**src/rtl/tamagotchi_pkg.sv**
```systemverilog
// Shared state codes, button event codes and saturating arithmetic for the
// parametrised pet controller.
package tamagotchi_pkg;

  typedef enum logic [2:0] {
    IDLE       = 3'b000,
    COMENDO    = 3'b001,
    DORMINDO   = 3'b010,
    DANDO_AULA = 3'b011,
    MORTO      = 3'b100
  } estado_t;

  localparam logic [1:0] EV_B1    = 2'b01;
  localparam logic [1:0] EV_B2    = 2'b10;
  localparam logic [1:0] EV_AMBOS = 2'b11;

  localparam int MAX_W = 32;

  // Operands are at most MAX_W bits wide; the result is clamped to a w-bit range.
  function automatic logic [MAX_W-1:0] sat_add(input logic [MAX_W-1:0] a,
                                               input logic [MAX_W-1:0] b,
                                               input int               w);
    logic [MAX_W:0] s;
    logic [MAX_W:0] lim;
    lim = ({{MAX_W{1'b0}}, 1'b1} << w) - {{MAX_W{1'b0}}, 1'b1};
    s   = {1'b0, a} + {1'b0, b};
    if (s > lim) s = lim;
    return s[MAX_W-1:0];
  endfunction

  function automatic logic [MAX_W-1:0] sat_sub(input logic [MAX_W-1:0] a,
                                               input logic [MAX_W-1:0] b);
    return (b > a) ? '0 : a - b;
  endfunction

endpackage

```
**src/rtl/detector_botoes.sv**
```systemverilog
// Two-flop synchroniser for {b2,b1} plus rising-from-idle press detection.
module detector_botoes (
  input  logic       clk,
  input  logic       rst_n,
  input  logic [1:0] btn,
  output logic       ev_valid,
  output logic [1:0] ev_code
);

  logic [1:0] sync1_q, sync2_q, prev_q;

  always_ff @(posedge clk or negedge rst_n) begin
    if (!rst_n) begin
      sync1_q <= '0;
      sync2_q <= '0;
      prev_q  <= '0;
    end else begin
      sync1_q <= btn;
      sync2_q <= sync1_q;
      prev_q  <= sync2_q;
    end
  end

  // Only a press starting from all-released counts; 01->11 is not an event.
  assign ev_valid = (prev_q == 2'b00) && (sync2_q != 2'b00);
  assign ev_code  = sync2_q;

endmodule

```
**src/rtl/controlador_principal_param.sv**
```systemverilog
// Pet main controller: mode FSM, tick prescaler, decay counter and saturating
// attribute datapath, driven by synchronised button press events.
module controlador_principal_param
  import tamagotchi_pkg::*;
#(
  parameter int ATTR_W      = 8,
  parameter int TICK_CYCLES = 100,
  parameter int INC_STEP    = 10,
  parameter int DECAY_STEP  = 1,
  parameter int DECAY_TICKS = 3,
  parameter int INIT_VAL    = 128
) (
  input  logic              clk,
  input  logic              rst_n,
  input  logic              b1,
  input  logic              b2,
  output logic [2:0]        estado,
  output logic [ATTR_W-1:0] fome,
  output logic [ATTR_W-1:0] sono,
  output logic [ATTR_W-1:0] felicidade,
  output logic              morto,
  output logic              tick
);

  localparam int                PW    = (TICK_CYCLES > 1) ? $clog2(TICK_CYCLES) : 1;
  localparam int                DW    = $clog2(DECAY_TICKS + 1);
  localparam logic [ATTR_W-1:0] INIT  = ATTR_W'(INIT_VAL);
  localparam logic [MAX_W-1:0]  INC32 = MAX_W'(INC_STEP);
  localparam logic [MAX_W-1:0]  DEC32 = MAX_W'(DECAY_STEP);

  estado_t           st_q, st_d;
  logic [PW-1:0]     presc_q, presc_d;
  logic [DW-1:0]     dec_q, dec_d;
  logic [ATTR_W-1:0] fome_q, fome_d, sono_q, sono_d, fel_q, fel_d;
  logic              ev_valid, tick_w, dec_ev;
  logic [1:0]        ev_code;

  detector_botoes u_det (
    .clk      (clk),
    .rst_n    (rst_n),
    .btn      ({b2, b1}),
    .ev_valid (ev_valid),
    .ev_code  (ev_code)
  );

  always_comb begin
    st_d = st_q;
    // Death overrides any button event in the same cycle.
    if (st_q != MORTO && (fome_q == '0 || sono_q == '0 || fel_q == '0)) begin
      st_d = MORTO;
    end else if (ev_valid) begin
      case (st_q)
        IDLE: begin
          if (ev_code == EV_B1)         st_d = COMENDO;
          else if (ev_code == EV_B2)    st_d = DORMINDO;
          else if (ev_code == EV_AMBOS) st_d = DANDO_AULA;
        end
        COMENDO:    if (ev_code == EV_B1)    st_d = IDLE;
        DORMINDO:   if (ev_code == EV_B2)    st_d = IDLE;
        DANDO_AULA: if (ev_code == EV_AMBOS) st_d = IDLE;
        MORTO:      if (ev_code == EV_AMBOS) st_d = IDLE;
        default:    st_d = IDLE;
      endcase
    end
  end

  always_comb begin
    tick_w  = (st_q != MORTO) && (presc_q == PW'(TICK_CYCLES - 1));
    dec_ev  = tick_w && (dec_q == DW'(DECAY_TICKS - 1));
    presc_d = presc_q;
    dec_d   = dec_q;
    if (st_d != st_q) begin
      presc_d = '0;
      dec_d   = '0;
    end else if (tick_w) begin
      presc_d = '0;
      dec_d   = dec_ev ? '0 : dec_q + 1'b1;
    end else if (st_q != MORTO) begin
      presc_d = presc_q + 1'b1;
    end
  end

  // Updates use the pre-transition state; MORTO freezes until revived.
  always_comb begin
    fome_d = fome_q;
    sono_d = sono_q;
    fel_d  = fel_q;
    if (st_q == MORTO) begin
      if (st_d == IDLE) begin
        fome_d = INIT;
        sono_d = INIT;
        fel_d  = INIT;
      end
    end else if (tick_w) begin
      if (st_q == COMENDO)    fome_d = ATTR_W'(sat_add(MAX_W'(fome_q), INC32, ATTR_W));
      else if (dec_ev)        fome_d = ATTR_W'(sat_sub(MAX_W'(fome_q), DEC32));
      if (st_q == DORMINDO)   sono_d = ATTR_W'(sat_add(MAX_W'(sono_q), INC32, ATTR_W));
      else if (dec_ev)        sono_d = ATTR_W'(sat_sub(MAX_W'(sono_q), DEC32));
      if (st_q == DANDO_AULA) fel_d  = ATTR_W'(sat_add(MAX_W'(fel_q), INC32, ATTR_W));
      else if (dec_ev)        fel_d  = ATTR_W'(sat_sub(MAX_W'(fel_q), DEC32));
    end
  end

  always_ff @(posedge clk or negedge rst_n) begin
    if (!rst_n) begin
      st_q    <= IDLE;
      presc_q <= '0;
      dec_q   <= '0;
      fome_q  <= INIT;
      sono_q  <= INIT;
      fel_q   <= INIT;
    end else begin
      st_q    <= st_d;
      presc_q <= presc_d;
      dec_q   <= dec_d;
      fome_q  <= fome_d;
      sono_q  <= sono_d;
      fel_q   <= fel_d;
    end
  end

  assign estado     = st_q;
  assign fome       = fome_q;
  assign sono       = sono_q;
  assign felicidade = fel_q;
  assign morto      = (st_q == MORTO);
  assign tick       = tick_w;

endmodule

```
**config.mk**
```make
export PLATFORM = sky130hd
export DESIGN_NAME = controlador_principal_param
export DESIGN_NICKNAME = d
export VERILOG_FILES = /design/src/rtl/tamagotchi_pkg.sv /design/src/rtl/detector_botoes.sv /design/src/rtl/controlador_principal_param.sv
export SDC_FILE = /design/constraint.sdc
export NUM_CORES = 1
export LEC_CHECK = 0
export ABC_AREA = 1
export CORE_MARGIN = 4
export CORE_UTILIZATION = 57
export CTS_BUF_LIST = sky130_fd_sc_hd__clkbuf_4
export DETAILED_ROUTE_END_ITERATION = 10
export PLACE_DENSITY = 0.84
export SYNTH_ARGS = -nofsm -noshare
export SYNTH_HDL_FRONTEND = slang
export SYNTH_SLANG_ARGS = --single-unit
```
**constraint.sdc**
```tcl
create_clock -name clk -period 2.78 [get_ports clk]
set_clock_uncertainty 0.2 [all_clocks]
set_input_delay 0.695 -clock clk [delete_from_list [all_inputs] [get_ports clk]]
set_output_delay 0.695 -clock clk [all_outputs]
set_load 0.1 [all_outputs]
```
Yosys cells after proc, flatten, opt, wreduce, memory -nomap -nowiden. Index checks and enable logic that the tools add are counted.

Memories: 0. Latch bits: 0. Output and inout bits: 29. Word-level logic and storage cells: 92. Register bits after elaboration: 42. Memory bits (read-only): 0. Memory bits (writable): 0.

Add/subtract/negate cells: 8. Multiply operators: 0. Divide/modulo/power cells: 0. Bitwise gates (word level): 0. Shift-type cells: 0. Muxes and demuxes: 34. Equality and inequality tests: 12. Reduce and logical (&&, ||, !) cells: 23. Order comparisons: 6.

Operators by type and width (number): $mux 8 (19); $add 8x4->9 const B (3); $gt 9x8->1 const B (3); $gt 1x8->1 const A (3); $logic_not 8->1 (3); $mux 3 (8); $sub 8x1->8 const B (3); $mux 7 (3); $pmux 3 s4 (1); $reduce_bool 3->1 (4); $reduce_and 3->1 (3); $add 7x1->7 const B (1); $eq 7x7->1 const B (1); $eq 2x2->1 const B (3); $eq 3x2->1 const B (2); $logic_not 3->1 (2); $mux 2 (3); $reduce_bool 2->1 (3); $logic_and 1x1->1 (4); $eq 3x1->1 const B (1); $eq 3x3->1 const B (1); $ne 3x3->1 (1); $ne 3x3->1 const B (1); $add 2x1->2 const B (1); other kinds (5) (6).

Depth between registers and ports, before layout. Gate-level depths: netlist of the first run.

Depth in word-level cells: 10. Mapped depth: 15. Depth with buffers taken out: 15.

Cells and area by module. Synthesis of the first run repeated with hierarchy kept, for this count alone.

Cell total of the unflattened synthesis: 462. Area total of the unflattened synthesis: 3334.4 um2.

Modules (own cells, without submodules): controlador_principal_param (cells an instance 451, times used 1, seq. area each 904.6 um2, area an instance 3165.5 um2); detector_botoes (cells an instance 11, times used 1, seq. area each 150.1 um2, area an instance 168.9 um2).

Worst setup path after synthesis of the first run. No wires, ideal clock.

Path kind: register to register. Start: register st_q[1] (netlist: estado[1]). End: register sono_q[0] (netlist: sono[0]). Cell stages (with the launch flop): 10. Path buffers: 0. Setup time: 0.120 ns. Data required time: 2.460 ns. Path slack: -0.799 ns. Arrival: 3.258 ns. Path through: dfrtp_1 -> inv_2 -> nand2_1 -> nor2_4 -> nor2_1 -> inv_1 -> nand2_1 -> nand2_1 -> nand2_1 -> nand2_1.

Elaborated cells between the ends (all ways): 27. Those cells by class: 6 x eq/ne; 12 x mux; 9 x reduce/logical.

RTL lines: start: declaration (RTL line controlador_principal_param.sv:31) `estado_t st_q, st_d;`; start signal: assignment (RTL line controlador_principal_param.sv:113) `st_q <= st_d;`; $ne 3x3->1 * (RTL line controlador_principal_param.sv:68) `tick_w = (st_q != MORTO) && (presc_q == PW'(TICK_CYCLES - 1));`; $logic_and 1x1->1 * (RTL line controlador_principal_param.sv:68); via tick (RTL line controlador_principal_param.sv:22) `output logic tick`; $logic_and 1x1->1 (RTL line controlador_principal_param.sv:69) `dec_ev = tick_w && (dec_q == DW'(DECAY_TICKS - 1));`; $reduce_bool 3->1 (no source line); $reduce_and 3->1 (no source line) *; end signal: assignment (RTL line controlador_principal_param.sv:117) `sono_q <= sono_d;`; end: declaration (RTL line controlador_principal_param.sv:34) `logic [ATTR_W-1:0] fome_q, fome_d, sono_q, sono_d, fel_q, fel_d;`.

The timed path passes the listed nets; every way through them passes the cells marked *. The select of a mux whose other input is x is not followed. A chain may end at the register's enable or synchronous reset.

Worst setup path in the final report of the first run.
Start: register st_q[1] (netlist: estado[1]). End: output tick.

Cells in the longest elaborated chain, start to end: 2.

RTL lines (RTL line): $ne 3x3->1 (controlador_principal_param.sv:68); $logic_and 1x1->1 (controlador_principal_param.sv:68); end: declaration (controlador_principal_param.sv:22).

No other way between the ends.

==> results of run 1 <==
[kinds of logic after synthesis]
| logic type | Yosys count | synth area share, % |
|---|---|---|
| adder cells (fa/ha/maj) | 20 | 7.45 |
| multiplexers | 1 | 0.298 |
| AND/OR/NAND/NOR | 281 | 35.1 |
| AO/OA/AOI/OAI | 80 | 13.0 |
| XOR/XNOR | 14 | 3.87 |
| buffers and inverters | 73 | 8.83 |
| flip-flops | 42 | 31.4 |
[cells in the mapped netlist, types with 7 or more instances]
library cell | n | area (um2)
nand2_1 | 160 | 601
nand3_1 | 35 | 175
o21ai_1 | 14 | 70.1
o21ai_0 | 42 | 210
nor2_1 | 61 | 229
ha_1 | 20 | 250
nand4_1 | 10 | 62.6
inv_2 | 11 | 41.3
xor2_1 | 7 | 61.3
a21oi_1 | 9 | 45.0
dfrtp_1 | 39 | 976
inv_1 | 54 | 203
[area by class of cell]
| class | instances | area (um2) | share of cell area [%] |
|---|---|---|---|
| inverters | 65 | 244 | 6.45 |
| multi-input cells | 396 | 2010 | 53.3 |
| clock buffers | 5 | 37.5 | 0.993 |
| clock inverters | 3 | 28.8 | 0.761 |
| well taps | 72 | 90.1 | 2.38 |
| flip-flops and latches | 42 | 1060 | 28.0 |
| repair buffers | 37 | 305 | 8.08 |
[flip-flops by register name (all words and copies together) (netlist names)]
name,flops
dec_q,2
estado,3
felicidade,8
fome,8
presc_q,7
sono,8
u_det.ev_code,2
u_det.prev_q,2
u_det.sync1_q,2
[per-layer routing]
layer	GRT usage [%]	vias up
met3	3.73	7
met2	37.9	82
met4	4.46	0
met5	0	-
met1	31.0	1542
li1	-	1709
[worst min-delay path by stage]
| stage | endpoint | slack [ps] |
|---|---|---|
| 3_3_place_gp | u_det.ev_code[0] | 130 |
| 5_1_grt | dec_q[0] | 190 |
| 6_report | fome[6] | 160 |
| 2_1_floorplan | u_det.ev_code[0] | 130 |
| 4_1_cts | dec_q[0] | 180 |
| 3_5_place_dp | u_det.ev_code[0] | 140 |
[stage by stage]
| step | util, % | setup slack, ps |
|---|---|---|
| finish | 67.4 | 144 |
| detailed placement | 65.7 | 269 |
| global route | 67.4 | 29.1 |
| CTS | 66.9 | 104 |
| global placement | 65.7 | 356 |
| floorplan | - | 12.3 |
[timing repair]
| action | 4_1_cts | 5_1_grt |
|---|---|---|
| endpoints found under the setup margin | 0 | 3 |
| setup buffers | 0 | 4 |
| gates resized for setup | 0 | 0 |
| hold buffers | 0 | 0 |
==> results.sh, run 1 <==
export IMPL_n_fill_cell=532
export IMPL_routedLengthMet1_um=3720
export IMPL_r2r_start="estado[1]"
export IMPL_cts_buffer_depth=2
export IMPL_overflow=0
export IMPL_hpwl_um=5850
export IMPL_whs_ps=161
export IMPL_dp_cells=608
export IMPL_grt_pass1_vias=3006
export IMPL_async_flop_share_pct=100
export IMPL_clk_latency_ps=380
export IMPL_cp_endpoint="tick"
export IMPL_final_cell_mix="nand2_1, nor2_1, inv_1"
export IMPL_hold_violations=0
export IMPL_tightestPinTransition_ps=545
export IMPL_fin_area_um2=3780
export IMPL_clock_sinks=42
export IMPL_grt_max_degree=43
export IMPL_synth_area_per_cell_um2=6.57
export IMPL_antenna_found_initial=0
export IMPL_regToRegEndpoint="fome[5]"
export IMPL_start_kind="flop"
export IMPL_viasPerCell=5.39
export IMPL_fp_dieW_um=84.8
export IMPL_h_tree_depth=2
export IMPL_gp_congestion=0.909
export IMPL_cp_required_ps=1880
export IMPL_die_area_um2=7180
export IMPL_crit_fanout=14
export IMPL_route_met2_wl_um=3840
export IMPL_portBuffers=32
export IMPL_cts_buffers=5
export IMPL_ys_seq_elements=42
export IMPL_fmax_mhz=379
export IMPL_period_needed_ps=2640
export IMPL_status="finished, final reports clean"
export IMPL_synthesis_area_um2=3360
export IMPL_fin_setup_tns_ps=0
export IMPL_clk_pin_slew_worst_paths_ps=160
export IMPL_layout_area_overhead_vs_synth_pct=12.6
export IMPL_diodes=0
export IMPL_cp_depth=5
export IMPL_endpoint_kind="primary output"
export IMPL_die_h_um=84.8
export IMPL_setup_viol=0
export IMPL_synthCells=511
export IMPL_cts_tree="built"
export IMPL_root_buffer="clkbuf_4"
export IMPL_initial_core_util_pct=59.9
export IMPL_drt_wirelength_per_cell_um=12.8
export IMPL_cp_startpoint="estado[1]"
export IMPL_slew_violations=0
export IMPL_critPathMaxStageDelay_ps=460
export IMPL_crit_top_cell="nor2_4"
export IMPL_crit_chain="inv_2, nand2_1, nor2_4, nor2_4, buf_12"
export IMPL_grt_pass1_wl_um=13600
export IMPL_critPathTopFamily="simple AND/OR/NAND/NOR gates"
export IMPL_crit_path_top_delay_cell="dfrtp_1"
export IMPL_drc=0
export IMPL_fp_row_count=27
export IMPL_post_dp_cell_area_um2=3680
export IMPL_fin_crit_sh_pct=94.8
export IMPL_finalNonFillerCells=620
export IMPL_ant_nets=0
export IMPL_rsz0062_at_grt="false"
export IMPL_final_common_cell="nand2_1"
export IMPL_initialDrtViolationCount=222
export IMPL_synth_edf_count=0
export IMPL_hp_class="input pin to async pin"
export IMPL_ys_seq_area_share_pct=31.4
export IMPL_critPathKind="flop to primary output"
export IMPL_drv_cap=0
export IMPL_syn_nets=535
export IMPL_rr_worst_depth=11
export IMPL_highest_layer="met4"
export IMPL_grt_usage_pct=22.7
export IMPL_max_slew_margin_pct=63.7
export IMPL_ys_warn_count=0
export IMPL_rrSetupSlack_ps=290
export IMPL_wl_um=7960
export IMPL_nNetsFinal=571
export IMPL_met3WireLength_um=338
export IMPL_cp_num_buf_inv=2
export IMPL_vias=3340
export IMPL_synth_cell_types=36
export IMPL_synthFlopType="dfrtp_1"
export IMPL_drive_gt1_share_pct=13.7
export IMPL_core_um2=5610
export IMPL_io_pins=33
export IMPL_drt_pass1_iterations=5
export IMPL_crit_arrival_ps=1740
Power of run 1 is not shown: default switching activity piles up to over one toggle a cycle in this logic, so the estimate is an artifact.
==> run 2: changes to the inputs <==
CORE_UTILIZATION = 60   (was 57)
PLACE_DENSITY = 0.87   (was 0.84)
==> run 2 against run 1 <==
Core utilization is 3.8 points higher. Global-route usage is 1.1 points higher. First-iteration DRC count is 9.9% lower. Die area is 4.5% lower. Register-to-register slack better by 60 ps. Sequential cell count stayed put. Final cell count is 0.65% lower. Setup slack better by 7.8 ps. Cell area is 0.66% lower. Critical path type unchanged. Critical endpoint unchanged.
==> results.sh, run 2 (synthesized netlist as in run 1, its figures left out) <==
export IMPL_critPathMaxStageDelay_ps=500
export IMPL_core_um2=5270
export IMPL_cp_num_buf_inv=3
export IMPL_initialDrtViolationCount=200
export IMPL_final_cell_mix="nand2_1, nor2_1, inv_1"
export IMPL_die_h_um=82.8
export IMPL_use_met1_pct=30.4
export IMPL_fin_crit_sh_pct=94.5
export IMPL_place_ws_ps=382
export IMPL_cts_tree="built"
export IMPL_vias=3373
export IMPL_cp_startpoint="estado[1]"
export IMPL_final_common_cell="nand2_1"
export IMPL_rrSetupSlack_ps=350
export IMPL_setup_slack_ps=152
export IMPL_initial_core_util_pct=63.7
export IMPL_die_area_um2=6860
export IMPL_hpwl_um=6030
export IMPL_drive_gt1_share_pct=13.4
export IMPL_use_met3_pct=4.36
export IMPL_crit_top_cell="nor2_4"
export IMPL_hold_violations=0
export IMPL_overflow=0
export IMPL_wl_um=7940
export IMPL_fp_row_count=26
export IMPL_status="finished, final reports clean"
export IMPL_period_needed_ps=2630
export IMPL_post_cts_buffers=0
export IMPL_drv_cap=0
export IMPL_diodes=0
export IMPL_endpoint_kind="primary output"
export IMPL_gp_congestion=0.902
export IMPL_grt_pass1_wl_um=14000
export IMPL_fin_setup_tns_ps=0
export IMPL_cts_buffers=5
export IMPL_cts_buffer_depth=2
export IMPL_drt_pass1_iterations=5
export IMPL_max_slew_margin_pct=52.8
export IMPL_root_buffer="clkbuf_4"
export IMPL_io_pins=33
export IMPL_fmax_mhz=380
export IMPL_h_tree_depth=2
export IMPL_setup_viol=0
export IMPL_rsz0062_at_grt="false"
export IMPL_fin_util_pct=71.2
export IMPL_grt_max_degree=32
export IMPL_clk_latency_ps=370
export IMPL_critPathKind="flop to primary output"
export IMPL_nNetsFinal=569
export IMPL_seqCellArea_um2=1060
export IMPL_cp_required_ps=1880
export IMPL_hp_class="input pin to async pin"
export IMPL_start_kind="flop"
export IMPL_fp_dieW_um=82.8
export IMPL_ant_nets=0
export IMPL_multi_input_area_um2=2010
export IMPL_tightestPinTransition_ps=707
export IMPL_layout_area_overhead_vs_synth_pct=11.8
export IMPL_rr_worst_depth=11
export IMPL_crit_arrival_ps=1730
export IMPL_n_fill_cell=463
export IMPL_viasPerCell=5.48
export IMPL_busiest_layer="met2"
export IMPL_grt_pass1_vias=3133
export IMPL_grt_usage_pct=23.7
export IMPL_crit_fanout=14
export IMPL_portBuffers=32
export IMPL_drt_wirelength_per_cell_um=12.9
export IMPL_clock_sinks=42
export IMPL_r2r_start="sono[1]"
export IMPL_crit_chain="inv_2, nand2_1, nor2_4, buf_4, nor2_4, buf_12"
export IMPL_crit_path_top_delay_cell="dfrtp_1"
export IMPL_clk_pin_slew_worst_paths_ps=140
export IMPL_regToRegEndpoint="presc_q[4]"
export IMPL_cts_repair_resized=0
export IMPL_gr_usage_met2_pct=41.0
export IMPL_antenna_found_initial=0
export IMPL_slew_violations=0
export IMPL_hold_buffers=0
export IMPL_dp_cells=608
export IMPL_drc=0
export IMPL_finalNonFillerCells=616
export IMPL_critPathTopFamily="flip-flops"
[run 2: area by class of cell]
type | instances | share of cell area, %
Clock inverter | 3 | 0.566
Timing Repair Buffer | 35 | 7.73
Tap cell | 70 | 2.33
Clock buffer | 5 | 1.00
Inverter | 65 | 6.50
Multi-Input combinational cell | 396 | 53.6
Sequential cell | 42 | 28.2
[run 2: metal layers]
| metal | routed length, um | vias up |
|---|---|---|
| met5 | 0 | - |
| met4 | 114 | 0 |
| met3 | 333 | 14 |
| met2 | 3990 | 88 |
| met1 | 3510 | 1560 |
| li1 | - | 1711 |
[run 2: worst max-delay path by stage]
stage                               end  cells after the start  slack, ps
after floorplan           felicidade[2]                     13         10
after CTS                          tick                      6        140
after detailed placement     presc_q[6]                     11        380
after global placement    felicidade[7]                     13        520
after global routing               tick                      6         30
final                              tick                      6        150
[run 2: worst register-to-register path, cell delays in order, from the launching register on]
cell,delay (ps)
dfrtp_2,460
inv_1,170
ha_1,220
nand2_1,60
nor2_1,230
nand2_2,150
nand3_2,130
nand2_2,80
nand2_1,150
xor2_2,190
nand4_4,170
nor2_1,140
[run 2: per-stage QoR]
| stage | cell area [um2] | hold WS [ps] |
|---|---|---|
| final | 3750 | 148 |
| after global routing | 3750 | 178 |
| after CTS | 3750 | 164 |
| after detailed placement | 3700 | 135 |
| after global placement | 3700 | 132 |
| after floorplan | 3370 | 131 |
Power of run 2 is left out for the same reason.
==> run 3: changes to the inputs <==
ABC_CLOCK_PERIOD_IN_PS = 2780   (was unset)
TNS_END_PERCENT = 10   (was unset)
==> run 3 against run 2 <==
Via count decreased by 0.21%. Register-to-register slack about the same. Fmax decreased by 0.98%. Global-route usage increased by 0.35 points. Cell area decreased by 0.13%. Routed wire length increased by 1.2%. Core utilization decreased by 0.095 points. Non-clock buffer count decreased by 1. Critical endpoint is now morto.
==> results.sh, run 3 (synthesized netlist as in run 1, its figures left out) <==
export IMPL_post_cts_buffers=0
export IMPL_final_common_cell="nand2_1"
export IMPL_crit_path_top_delay_cell="dfrtp_1"
export IMPL_core_um2=5270
export IMPL_hold_violations=0
export IMPL_antenna_found_initial=0
export IMPL_grt_pass1_wl_um=14100
export IMPL_fin_area_um2=3750
export IMPL_cp_required_ps=1880
export IMPL_cts_buffer_depth=2
export IMPL_drc=0
export IMPL_root_buffer="clkbuf_4"
export IMPL_hold_buffers=0
export IMPL_grt_usage_pct=24.1
export IMPL_final_cell_mix="nand2_1, nor2_1, inv_1"
export IMPL_fp_dieW_um=82.8
export IMPL_gp_congestion=0.935
export IMPL_critPathMaxStageDelay_ps=520
export IMPL_post_dp_cell_area_um2=3680
export IMPL_dp_cells=607
export IMPL_drv_cap=0
export IMPL_grt_pass1_vias=3088
export IMPL_vias=3366
export IMPL_initialDrtViolationCount=246
export IMPL_tightestPinTransition_ps=551
export IMPL_cts_buffers=5
export IMPL_crit_chain="inv_2, nand2_1, nor2_4, buf_4, buf_12"
export IMPL_nNetsFinal=568
export IMPL_h_tree_depth=2
export IMPL_endpoint_kind="primary output"
export IMPL_fp_row_count=26
export IMPL_grt_max_degree=43
export IMPL_finalNonFillerCells=615
export IMPL_drive_gt1_share_pct=12.5
export IMPL_overflow=0
export IMPL_critPathKind="flop to primary output"
export IMPL_cts_repair_resized=0
export IMPL_period_needed_ps=2650
export IMPL_clk_pin_slew_worst_paths_ps=160
export IMPL_fmax_mhz=377
export IMPL_ant_nets=0
export IMPL_crit_arrival_ps=1760
export IMPL_clock_sinks=42
export IMPL_setup_viol=0
export IMPL_drt_pass1_iterations=5
export IMPL_viasPerCell=5.47
export IMPL_max_slew_margin_pct=63.2
export IMPL_initial_core_util_pct=63.7
export IMPL_slew_violations=0
export IMPL_hpwl_um=6040
export IMPL_hp_class="input pin to async pin"
export IMPL_io_pins=33
export IMPL_die_area_um2=6860
export IMPL_die_h_um=82.8
export IMPL_drt_wirelength_per_cell_um=13.1
export IMPL_fin_crit_sh_pct=95.5
export IMPL_diodes=0
export IMPL_clk_latency_ps=380
export IMPL_cts_tree="built"
export IMPL_status="finished, final reports clean"
export IMPL_portBuffers=32
export IMPL_start_kind="flop"
export IMPL_rsz0062_at_grt="false"
export IMPL_wl_um=8040
export IMPL_layout_area_overhead_vs_synth_pct=11.7
export IMPL_crit_fanout=10
==> run 3: path summary, 6_finish.rpt <==
check                           slack [ps]  cells after the start               end             start
worst max register to register         350                     11        presc_q[2]     felicidade[1]
min in group clk                       170                      0  u_det.ev_code[0]  u_det.sync1_q[0]
worst min-delay path                   170                      2     felicidade[1]             rst_n
max in group asynchronous             1840                      2     felicidade[7]             rst_n
worst max-delay path                   130                      5             morto         estado[0]
worst min register to register         170                      0  u_det.ev_code[0]  u_det.sync1_q[0]
==> run 3: stage by stage <==
stage / setup TNS, ps / hold WS, ps / worst slack [ps] / utilization, %
after floorplan: -1780 / 131 / -110 / -
after global placement: 0 / 133 / 500 / 69.9
after detailed placement: 0 / 140 / 391 / 69.9
after CTS: 0 / 174 / 134 / 71.2
after global routing: 0 / 189 / 11.0 / 71.2
final: 0 / 169 / 126 / 71.2
==> run 3: cell type report <==
class	instances	area, um2
multi-input combinational	396	2010
timing repair buffer	34	283
clock buffer	5	37.5
fill	465	1520
clock inverter	3	28.8
sequential	42	1050
inverter	65	244
tap	70	87.6
==> run 3: routing by layer <==
metal  GRT usage (%)  vias to the layer above  share of wire [%]
met5               0                        -                  0
met4            6.69                        0                1.3
met3            4.46                       15                5.9
met2            39.4                      109                 48
met1            32.5                     1525                 45
li1                -                     1717                  -
==> run 3: critical path, delay by kind of cell, from the launching register on <==
kind / cells / cell delay, ps
buffers and inverters: 3 / 530
flip-flops: 1 / 520
AND/OR/NAND/NOR: 2 / 330
Power of run 3 is left out for the same reason.
